[config.mk]
export PLATFORM = sky130hd
export DESIGN_NAME = regfile_write_arbiter_flat
export DESIGN_NICKNAME = d
export VERILOG_FILES = /design/src/rtl/regfile_write_arbiter_if.sv /design/src/rtl/regfile_write_arbiter.sv /design/src/flat_wrapper.sv
export SDC_FILE = /design/constraint.sdc
export NUM_CORES = 1
export LEC_CHECK = 0
export CAP_MARGIN = 20
export CORE_MARGIN = 2
export CORE_UTILIZATION = 41
export CTS_CLUSTER_DIAMETER = 50
export DETAILED_ROUTE_END_ITERATION = 8
export PLACE_DENSITY = 0.85
export SKIP_CTS_REPAIR_TIMING = 1
export SLEW_MARGIN = 15
export SYNTH_ARGS = -nofsm -noshare
export SYNTH_HDL_FRONTEND = slang
export SYNTH_SLANG_ARGS = --single-unit
[constraint.sdc]
create_clock -name clk -period 2.9 [get_ports clk]
set_input_delay 0.58 -clock clk [delete_from_list [all_inputs] [get_ports clk]]
set_output_delay 0.58 -clock clk [all_outputs]
set_load 0.05 [all_outputs]
[src/rtl/regfile_write_arbiter_if.sv]
// Writeback request bus: two requesters (A = ALU, B = load) with valid/ready handshakes.
interface regfile_write_arbiter_if #(
  parameter int DATA_W = 32,
  parameter int ADDR_W = 3
);
  logic              a_valid;
  logic [ADDR_W-1:0] a_reg;
  logic [DATA_W-1:0] a_data;
  logic              a_ready;
  logic              b_valid;
  logic [ADDR_W-1:0] b_reg;
  logic [DATA_W-1:0] b_data;
  logic              b_ready;

  modport master (
    output a_valid, a_reg, a_data, b_valid, b_reg, b_data,
    input  a_ready, b_ready
  );

  modport slave (
    input  a_valid, a_reg, a_data, b_valid, b_reg, b_data,
    output a_ready, b_ready
  );
endinterface

[src/rtl/regfile_write_arbiter.sv]
// Round-robin arbiter for the register file write port, with a per-register
// busy scoreboard (reserve at issue, release on committed write).

module regfile_sb_cell (
  input  logic clk,
  input  logic rst,
  input  logic set,
  input  logic clr,
  output logic q
);
  // A reservation landing on the same edge as a release wins.
  always_ff @(posedge clk) begin
    if (rst)      q <= 1'b0;
    else if (set) q <= 1'b1;
    else if (clr) q <= 1'b0;
  end
endmodule

module regfile_write_arbiter #(
  parameter int DATA_W   = 32,
  parameter int ADDR_W   = 3,
  parameter int NUM_REGS = 8
) (
  input  logic                clk,
  input  logic                rst,
  regfile_write_arbiter_if.slave wb,
  input  logic                rsv_valid,
  input  logic [ADDR_W-1:0]   rsv_reg,
  output logic [NUM_REGS-1:0] busy,
  output logic                rsv_err,
  output logic                RegWrite,
  output logic [ADDR_W-1:0]   write_reg,
  output logic [DATA_W-1:0]   write_data
);
  localparam int STAGES = 1;

  typedef struct packed {
    logic [ADDR_W-1:0] addr;
    logic [DATA_W-1:0] data;
  } wr_req_t;

  wr_req_t req_a, req_b, req_win, wr_q;
  logic    grant_a, grant_b;
  logic    prio_b;
  logic [STAGES:0] vld_pipe;
  logic [NUM_REGS-1:0] set_vec, clr_vec;

  assign req_a = '{addr: wb.a_reg, data: wb.a_data};
  assign req_b = '{addr: wb.b_reg, data: wb.b_data};

  // prio_b=1 means A won last, so B is preferred on a tie.
  assign grant_a = !rst && wb.a_valid && (!wb.b_valid || !prio_b);
  assign grant_b = !rst && wb.b_valid && !grant_a;
  assign wb.a_ready = grant_a;
  assign wb.b_ready = grant_b;

  assign req_win     = grant_b ? req_b : req_a;
  assign vld_pipe[0] = grant_a || grant_b;

  always_ff @(posedge clk) begin
    if (rst) begin
      prio_b            <= 1'b0;
      vld_pipe[STAGES:1] <= '0;
      wr_q              <= '0;
    end else begin
      vld_pipe[STAGES:1] <= vld_pipe[STAGES-1:0];
      if (vld_pipe[0]) begin
        prio_b <= grant_a;
        wr_q   <= req_win;
      end
    end
  end

  assign RegWrite   = vld_pipe[STAGES];
  assign write_reg  = wr_q.addr;
  assign write_data = wr_q.data;

  for (genvar r = 0; r < NUM_REGS; r++) begin : g_sb
    assign set_vec[r] = rsv_valid && (rsv_reg == ADDR_W'(r));
    assign clr_vec[r] = RegWrite && (write_reg == ADDR_W'(r));
    regfile_sb_cell u_cell (
      .clk (clk),
      .rst (rst),
      .set (set_vec[r]),
      .clr (clr_vec[r]),
      .q   (busy[r])
    );
  end

  // Double reservation: flagged only when the bit is not being released this edge.
  always_ff @(posedge clk) begin
    if (rst) rsv_err <= 1'b0;
    else     rsv_err <= |(set_vec & busy & ~clr_vec);
  end
endmodule

[src/flat_wrapper.sv]
// flat-port wrapper written by rule: the top's interface ports become plain ports
module regfile_write_arbiter_flat 
#(
  parameter int DATA_W   = 32,
  parameter int ADDR_W   = 3,
  parameter int NUM_REGS = 8
)
  (clk, rst, rsv_valid, rsv_reg, busy, rsv_err, RegWrite, write_reg, write_data, wb_a_valid, wb_a_reg, wb_a_data, wb_b_valid, wb_b_reg, wb_b_data, wb_a_ready, wb_b_ready);
  regfile_write_arbiter_if #(.DATA_W(DATA_W), .ADDR_W(ADDR_W)) wb_i ();
  input  logic clk;
  input  logic rst;
  input  logic rsv_valid;
  input  logic [ADDR_W-1:0] rsv_reg;
  output logic [NUM_REGS-1:0] busy;
  output logic rsv_err;
  output logic RegWrite;
  output logic [ADDR_W-1:0] write_reg;
  output logic [DATA_W-1:0] write_data;
  input wire logic [$bits(wb_i.a_valid)-1:0] wb_a_valid;
  input wire logic [$bits(wb_i.a_reg)-1:0] wb_a_reg;
  input wire logic [$bits(wb_i.a_data)-1:0] wb_a_data;
  input wire logic [$bits(wb_i.b_valid)-1:0] wb_b_valid;
  input wire logic [$bits(wb_i.b_reg)-1:0] wb_b_reg;
  input wire logic [$bits(wb_i.b_data)-1:0] wb_b_data;
  output wire logic [$bits(wb_i.a_ready)-1:0] wb_a_ready;
  output wire logic [$bits(wb_i.b_ready)-1:0] wb_b_ready;
  assign wb_i.a_valid = wb_a_valid;
  assign wb_i.a_reg = wb_a_reg;
  assign wb_i.a_data = wb_a_data;
  assign wb_i.b_valid = wb_b_valid;
  assign wb_i.b_reg = wb_b_reg;
  assign wb_i.b_data = wb_b_data;
  assign wb_a_ready = wb_i.a_ready;
  assign wb_b_ready = wb_i.b_ready;
  regfile_write_arbiter #(.DATA_W(DATA_W), .ADDR_W(ADDR_W), .NUM_REGS(NUM_REGS)) u_core (.clk(clk), .rst(rst), .wb(wb_i), .rsv_valid(rsv_valid), .rsv_reg(rsv_reg), .busy(busy), .rsv_err(rsv_err), .RegWrite(RegWrite), .write_reg(write_reg), .write_data(write_data));
endmodule
==> flow_summary_export.csv, run 1 <==
group,metric,value,unit
sta,finalSetupViolations,0,
power_and_ir_drop,power_leakage,1.48,nW
logic_synthesis,synth_seq_cells,46,
sta,min_period_over_period,0.788,
place,place_area,0.00340,mm²
hold_path,hold_class,"reg2reg",
layout,stdcell_area,0.00347,mm²
sta,tns,0,ns
sta,fin_crit,2.28,ns
layout,instances_no_fill,409,
logic_synthesis,synth_common_cells,"46 x dfxtp_1, 41 x nor2_1, 36 x mux2i_1",
floorplan,die-area,0.00595,mm²
layout,largest_register_ffs,32,
floorplan,ios,125,
cts,clock_latency,0.28,ns
power_and_ir_drop,power_density,452,mW/mm²
cts,clock_path_buffers,2,
logic_synthesis,syn-cell-area,0.00219,mm²
logic_synthesis,synth_most_common_cell,"dfxtp_1",
cts,cts_buffers,5,
drt,drt-total-wl,5530,µm
layout,drive_above_1_share,0.0442,
place,dp.cells,402,
layout,fillers,443,
global_routing,grt_util_met2,0.323,
run_status,status,"complete, no violations",
critical_path,criticalPathCategory,"reg2out",
floorplan,initial_core_util,0.426,
logic_synthesis,synth_warnings,0,
floorplan,die_x,77.1,µm
critical_path,max_stage_delay,0.88,ns
logic_synthesis,synth_cells,230,
critical_path,end_kind,"output pin",
critical_path,cp.depth,1,
critical_path,path_buf_inv,1,
global_routing,use_met1,0.231,
sta,setup_slack,0.616,ns
drt,ant_nets,0,
floorplan,die_h,77.1,µm
logic_synthesis,ys.flop_type,"dfxtp_1",
logic_synthesis,synth-edff-count,0,
sta,clock.fmax,0.438,GHz
sta,hold_slack,0.486,ns
global_routing,overflow,0,
place,port-buffer-count,124,
hold_path,whs_path_depth,2,
logic_synthesis,yosys.area.top_type,"dfxtp_1",
critical_path,crit_chain,"clkdlybuf4s50_1",
cts,cts_tree,"done",
cts,cts-htree-levels,2,
global_routing,use_met3,0.0671,
sta,hold_viol,0,
global_routing,top_usage_layer,"met2",
cts,clk_pin_slew,0.08,ns
layout,fin_nets,417,
sta,rsz0062_at_grt,"no",
global_routing,grt_pass1_wl,9340,µm
layout,final_core_util,0.676,
sta,tightestPinTransition,0.581,ns
place,pre_cts_ws,0.622,ns
cts,clock-sinks,46,
drt,via_per_inst,5.03,
drt,wire_per_inst,13.5,µm
drt,via_count,2056,
critical_path,cp_top_family,"buffers and inverters",
logic_synthesis,synth_top_cells_by_area,"dfxtp_1 42%, mux2i_1 16%, a211oi_1 12%, nor2_1 7.0%, buf_12 2.7%",
drt,drc,0,
drt,first_iter_violations,75,
power_and_ir_drop,vdd_drop_max,0.313,mV
critical_path,rr_worst_depth,5,
layout,diodes,0,
critical_path,critPathRequiredTime,2.32,ns
sta,relSlewSlack,0.613,
critical_path,critPathSlowestCell,"clkdlybuf4s50_1",
drt,drt_first_pass_iters,4,
logic_synthesis,syn_avg_cell_area,9.53,µm²
logic_synthesis,syn-num-nets,308,
sta,skew,0.00429,ns
logic_synthesis,async_reset_ff_frac,0,
layout,synthToLayoutAreaGrowth,58.5,%
floorplan,rows,26,
logic_synthesis,ys_seq_area_frac,0.420,
logic_synthesis,yosysUniqueCellTypes,34,
global_routing,antenna_found_initial,0,
critical_path,worst_setup_path_start_kind,"register",
global_routing,grt_usage,0.189,
sta,drv_slew,0,
floorplan,core_region_area,0.00514,mm²
cts,cts_root_buf,"clkbuf_8",
place,gpl.final_weighted_congestion,0.790,
global_routing,grt_max_degree,41,
logic_synthesis,synth_top_area_share,0.420,
global_routing,grt_pass1_vias,1998,
place,place_hpwl,4220,µm
critical_path,crit_fanout,11,
job,cap_violations,0,
critical_path,cp_data_arrival_time,1.70,ns
power_and_ir_drop,power.total,1.57,mW
[power by group]
part	switching [mW]	internal (mW)
logic	0.273	0.230
clock network	0.197	0.162
registers	0.0315	0.677
total	0.501	1.07
[final cells by class]
type	count	area, µm²	area share
flip-flops and latches	46	921	0.265
well taps	70	87.6	0.0252
clock buffers	5	68.8	0.0198
inverters	2	7.51	0.00216
repair buffers	129	1310	0.377
clock inverters	2	10.0	0.00288
multi-input cells	155	1070	0.308
[path summary, 6_finish.rpt]
kind,slack (ns),end,startpoint
setup reg to reg,1.40,u_core.write_data[24],u_core.prio_b
hold reg to reg,0.49,u_core.g_sb[3].u_cell.q,u_core.g_sb[3].u_cell.q
hold / removal,0.49,u_core.g_sb[3].u_cell.q,u_core.g_sb[3].u_cell.q
setup / recovery,0.62,write_reg[0],u_core.write_reg[0]
[worst min-delay path, cell delays in order (launching register included)]
cell	delay, ns
dfxtp_1	0.32
nand2_1	0.07
a21oi_1	0.06
[logic make-up (layout without fill, tap and decap cells)]
logic type / after synthesis / after routing / synth area share
and+or+nand+nor: 68 / 68 / 0.151
DFF: 46 / 46 / 0.420
xor gates and xnor gates: 1 / 1 / 0.00400
AOI/OAI and AO/OA: 50 / 50 / 0.168
muxes: 36 / 36 / 0.164
buffers and inverters: 29 / 138 / 0.0925
[metal layers]
metal | part of all wire | vias up
li1 | - | 1040
met1 | 0.42 | 924
met2 | 0.50 | 90
met3 | 0.075 | 2
met4 | 0.0025 | 0
met5 | 0 | -
[placed cells by master, fill, tap and decap left out, types with 2 or more instances in the layout]
cell,synthesis,layout
clkdlybuf4s50_1,0,122
dfxtp_1,46,46
nor2_1,41,41
mux2i_1,36,36
a211oi_1,35,35
nand2_1,7,7
a21oi_1,6,6
clkbuf_8,0,5
nand4b_1,4,4
buf_4,8,4
buf_12,3,3
nand2b_1,2,2
nand3b_1,2,2
nand4_1,2,2
o22a_1,2,2
inv_1,2,2
nor2b_1,2,2
clkinv_2,0,2
No activity file was read; power rests on OpenSTA's default activity.
==> run 2, diff against run 1 <==
--- a/config.mk
+++ b/config.mk
@@ -7,10 +7,10 @@
 export LEC_CHECK = 0
 export CAP_MARGIN = 20
 export CORE_MARGIN = 2
-export CORE_UTILIZATION = 41
+export CORE_UTILIZATION = 38
 export CTS_CLUSTER_DIAMETER = 50
 export DETAILED_ROUTE_END_ITERATION = 8
-export PLACE_DENSITY = 0.85
+export PLACE_DENSITY = 0.8
 export SKIP_CTS_REPAIR_TIMING = 1
 export SLEW_MARGIN = 15
 export SYNTH_ARGS = -nofsm -noshare
==> constraint.sdc (replaced) <==
create_clock -name clk -period 2.16 [get_ports clk]
set_input_delay 0.432 -clock clk [delete_from_list [all_inputs] [get_ports clk]]
set_output_delay 0.432 -clock clk [all_outputs]
set_load 0.05 [all_outputs]
==> flow_summary_export.csv, run 2 (same netlist as run 1, synthesis figures left out) <==
group,metric,value,unit
power_and_ir_drop,power_leakage,1.49,nW
drt,drt_first_pass_iters,4,
critical_path,critPathRequiredTime,1.73,ns
layout,fin_nets,418,
critical_path,crit_fanout,9,
power_and_ir_drop,power_frac_comb,0.315,
sta,fin_crit,2.07,ns
layout,stdcell_area,0.00349,mm²
global_routing,top_usage_layer,"met2",
layout,fillers,503,
sta,skew,0.00558,ns
power_and_ir_drop,vdd_drop_max,0.273,mV
critical_path,crit_chain,"clkdlybuf4s50_1",
place,dp.cells,405,
floorplan,initial_core_util,0.396,
sta,tightestPinTransition,0.527,ns
layout,final_cell_mix,"120 x clkdlybuf4s50_1, 46 x dfxtp_1, 41 x nor2_1",
critical_path,cp_data_arrival_time,1.63,ns
drt,ant_nets,0,
critical_path,r2r-start,"u_core.write_reg[2]",
critical_path,worst_setup_path_start_kind,"register",
place,place_hpwl,4100,µm
cts,clock-sinks,46,
drt,via_per_inst,5.00,
place,port-buffer-count,124,
hold_path,hold_class,"in2reg",
cts,clock_path_buffers,2,
layout,instances_no_fill,413,
global_routing,use_met3,0.0498,
global_routing,grt_max_degree,61,
floorplan,rows,27,
global_routing,use_met1,0.206,
sta,relSlewSlack,0.648,
place,place_area,0.00340,mm²
global_routing,grt_pass1_wl,8690,µm
power_and_ir_drop,seq_power_share,0.440,
power_and_ir_drop,power.total,2.15,mW
power_and_ir_drop,power_density,617,mW/mm²
cts,clock_latency,0.29,ns
sta,clock.fmax,0.484,GHz
critical_path,end_kind,"output pin",
place,pre_cts_ws,0.203,ns
global_routing,grt_usage,0.170,
cts,clk_pin_slew,0.08,ns
sta,tns,0,ns
sta,setup_slack,0.0944,ns
layout,synthToLayoutAreaGrowth,59.2,%
floorplan,die-area,0.00639,mm²
drt,drc,0,
sta,min_period_over_period,0.956,
power_and_ir_drop,power_frac_clock,0.245,
global_routing,grt_pass1_vias,1925,
job,cap_violations,0,
critical_path,critPathSlowestCell,"clkdlybuf4s50_1",
power_and_ir_drop,p_int,1.48,mW
cts,cts_tree,"done",
layout,largest_register_ffs,32,
critical_path,cp_top_family,"buffers and inverters",
layout,seqCellArea,921,µm²
drt,wire_per_inst,13.5,µm
layout,diodes,0,
power_and_ir_drop,p_switching,0.676,mW
power_and_ir_drop,swShare,0.314,
critical_path,reg2reg_setup_slack,0.73,ns
layout,final_common_cell,"clkdlybuf4s50_1",
sta,rsz0062_at_grt,"no",
sta,hold_viol,0,
drt,first_iter_violations,80,
sta,drv_slew,0,
critical_path,startpoint,"u_core.write_reg[1]",
global_routing,grt_util_met2,0.286,
cts,cts_buffers,5,
run_status,status,"complete, no violations",
global_routing,overflow,0,
sta,finalSetupViolations,0,
floorplan,ios,125,
drt,drt-total-wl,5580,µm
hold_path,hp-start,"rst",
cts,cts-htree-levels,2,
global_routing,antenna_found_initial,0,
layout,drive_above_1_share,0.0528,
floorplan,die_x,80.0,µm
floorplan,die_h,80.0,µm
floorplan,core_region_area,0.00554,mm²
drt,via_count,2063,
layout,multiInputGateArea,0.00107,mm²
place,gpl.final_weighted_congestion,0.823,
critical_path,criticalPathCategory,"reg2out",
critical_path,max_stage_delay,0.86,ns
critical_path,path_buf_inv,1,
cts,cts_root_buf,"clkbuf_8",
==> run 2: routing by layer <==
layer / routed length (µm) / up-vias
met4: 46 / 0
met3: 439 / 4
met1: 2310 / 930
met2: 2780 / 80
met5: 0 / -
li1: - / 1049
==> run 2: area by class of cell <==
type | instances | share of cell area
clock buffers | 7 | 0.0247
clock inverters | 1 | 0.00143
inverters | 2 | 0.00215
multi-input cells | 155 | 0.306
flip-flops and latches | 46 | 0.264
well taps | 72 | 0.0258
repair buffers | 130 | 0.376
==> run 2: power by group through the flow <==
stage	clock, mW	sequential, mW	combinational [mW]
CTS	0.551	0.948	0.685
global route	0.581	0.956	0.717
floorplan	0	1.15	0.211
detailed placement	0	0.968	0.681
global placement	0	0.966	0.674
finish	0.526	0.947	0.678
==> run 2: worst paths after layout <==
kind                                                end  cells after the start
worst min register to register  u_core.g_sb[7].u_cell.q                      2
worst max register to register           u_core.rsv_err                      5
worst max-delay path                       write_reg[1]                      1
worst min-delay path                      u_core.prio_b                      3
==> run 2: metrics by stage <==
step	hold WS, ns	util
2_1_floorplan	0.454	-
3_3_place_gp	0.468	0.613
3_5_place_dp	0.471	0.613
4_1_cts	0.407	0.630
5_1_grt	0.427	0.630
6_report	0.415	0.630
==> edit (flow settings as in run 2) <==
`DATA_W` is set to 32 in 3 places; all go to 48.
--- a/src/rtl/regfile_write_arbiter_if.sv
+++ b/src/rtl/regfile_write_arbiter_if.sv
@@ -1,6 +1,6 @@
 // Writeback request bus: two requesters (A = ALU, B = load) with valid/ready handshakes.
 interface regfile_write_arbiter_if #(
-  parameter int DATA_W = 32,
+  parameter int DATA_W = 48,
   parameter int ADDR_W = 3
 );
   logic              a_valid;
--- a/src/rtl/regfile_write_arbiter.sv
+++ b/src/rtl/regfile_write_arbiter.sv
@@ -17,7 +17,7 @@
 endmodule
 
 module regfile_write_arbiter #(
-  parameter int DATA_W   = 32,
+  parameter int DATA_W   = 48,
   parameter int ADDR_W   = 3,
   parameter int NUM_REGS = 8
 ) (
--- a/src/flat_wrapper.sv
+++ b/src/flat_wrapper.sv
@@ -1,7 +1,7 @@
 // flat-port wrapper written by rule: the top's interface ports become plain ports
 module regfile_write_arbiter_flat 
 #(
-  parameter int DATA_W   = 32,
+  parameter int DATA_W   = 48,
   parameter int ADDR_W   = 3,
   parameter int NUM_REGS = 8
 )
Ports: changed (resized wb_a_data, wb_b_data and write_data); port bits go from 125 to 173. The function was not compared with the original's and may differ.
==> edit against run 2 <==
- total power grew 44%
- routed wire length grew 40%
- sequential cell count grew 16
- core utilization shrank 0.22 points
- register-to-register slack lost 30 ps
- fmax shrank 1.6%
- cell area grew 38%
- via count grew 33%
- worst setup slack lost 34 ps
- synthesized area grew 35%
- sequential power grew 35%
- critical path type unchanged
- critical endpoint unchanged
==> edit: results (changes against run 2) <==
[placed_design]
place.gp.congestion=0.811  ; -1.5%
place_hpwl_um=6020  ; +47%
place_area_sq_um=4630  ; +36%
portBuffers=172  ; +39%
dp_cells=548  ; +35%

[logic_synthesis]
syn_nets=412  ; +34%
synth_common_cells=dfxtp_1, nor2_1, mux2i_1, a211oi_1, buf_2

[pwr]
intPower_uw=2140  ; +45%
p_clk_uw=875  ; +66%
leakagePower_uw=0.00208  ; +39%
sw_frac_of_total=0.312  ; -0.00150
peakVddDrop_mv=0.307  ; +12%

[clocking]
cts_buffers=9  ; +4
cts.sinks=62  ; +35%

[routing]
vias_per_cell=4.86  ; -2.6%
vias=2738  ; +33%
met2WireLength_um=3970  ; +43%
wl_met1_um=3150  ; +36%
finalWirelength_um=7820  ; +40%

[status]
status=finished clean

[timing]
skew_ps=6.81  ; +1.23 ps
tightest_slew_ps=547  ; +20.6 ps

[global_route]
grt_max_degree=53  ; -13%
grt_pass1_wl_um=12500  ; +44%

[layout]
synthToLayoutAreaGrowth_pct=61.7
multi_input_area_share=0.300  ; -0.00589

-- edit: changes by cell type after synthesis, moves of 2 or more --
cell      delta
dfxtp_1     +16
clkbuf_1     -3
a211oi_1    +14
nor2_1      +16
a211oi_2     +2
buf_2        +7
buf_12       +2
mux2i_1     +16
-- edit: worst paths after layout --
| path | endpoint | cells after the start | slack, ps | start |
|---|---|---|---|---|
| setup / recovery | write_reg[1] | 1 | 60 | u_core.write_reg[1] |
| setup reg to reg | u_core.rsv_err | 4 | 700 | u_core.write_reg[1] |
| hold reg to reg | u_core.g_sb[6].u_cell.q | 2 | 480 | u_core.g_sb[6].u_cell.q |
| hold / removal | u_core.write_data[35] | 2 | 350 | rst |
-- edit: cells by family (layout without fill, tap and decap cells) --
group,Yosys count,count (layout),share of synthesized area
xor+xnor,1,1,0.00295
simple gates,84,84,0.139
mux,52,52,0.175
compound gates,66,66,0.168
buf+inv,37,196,0.0973
flops,62,62,0.418
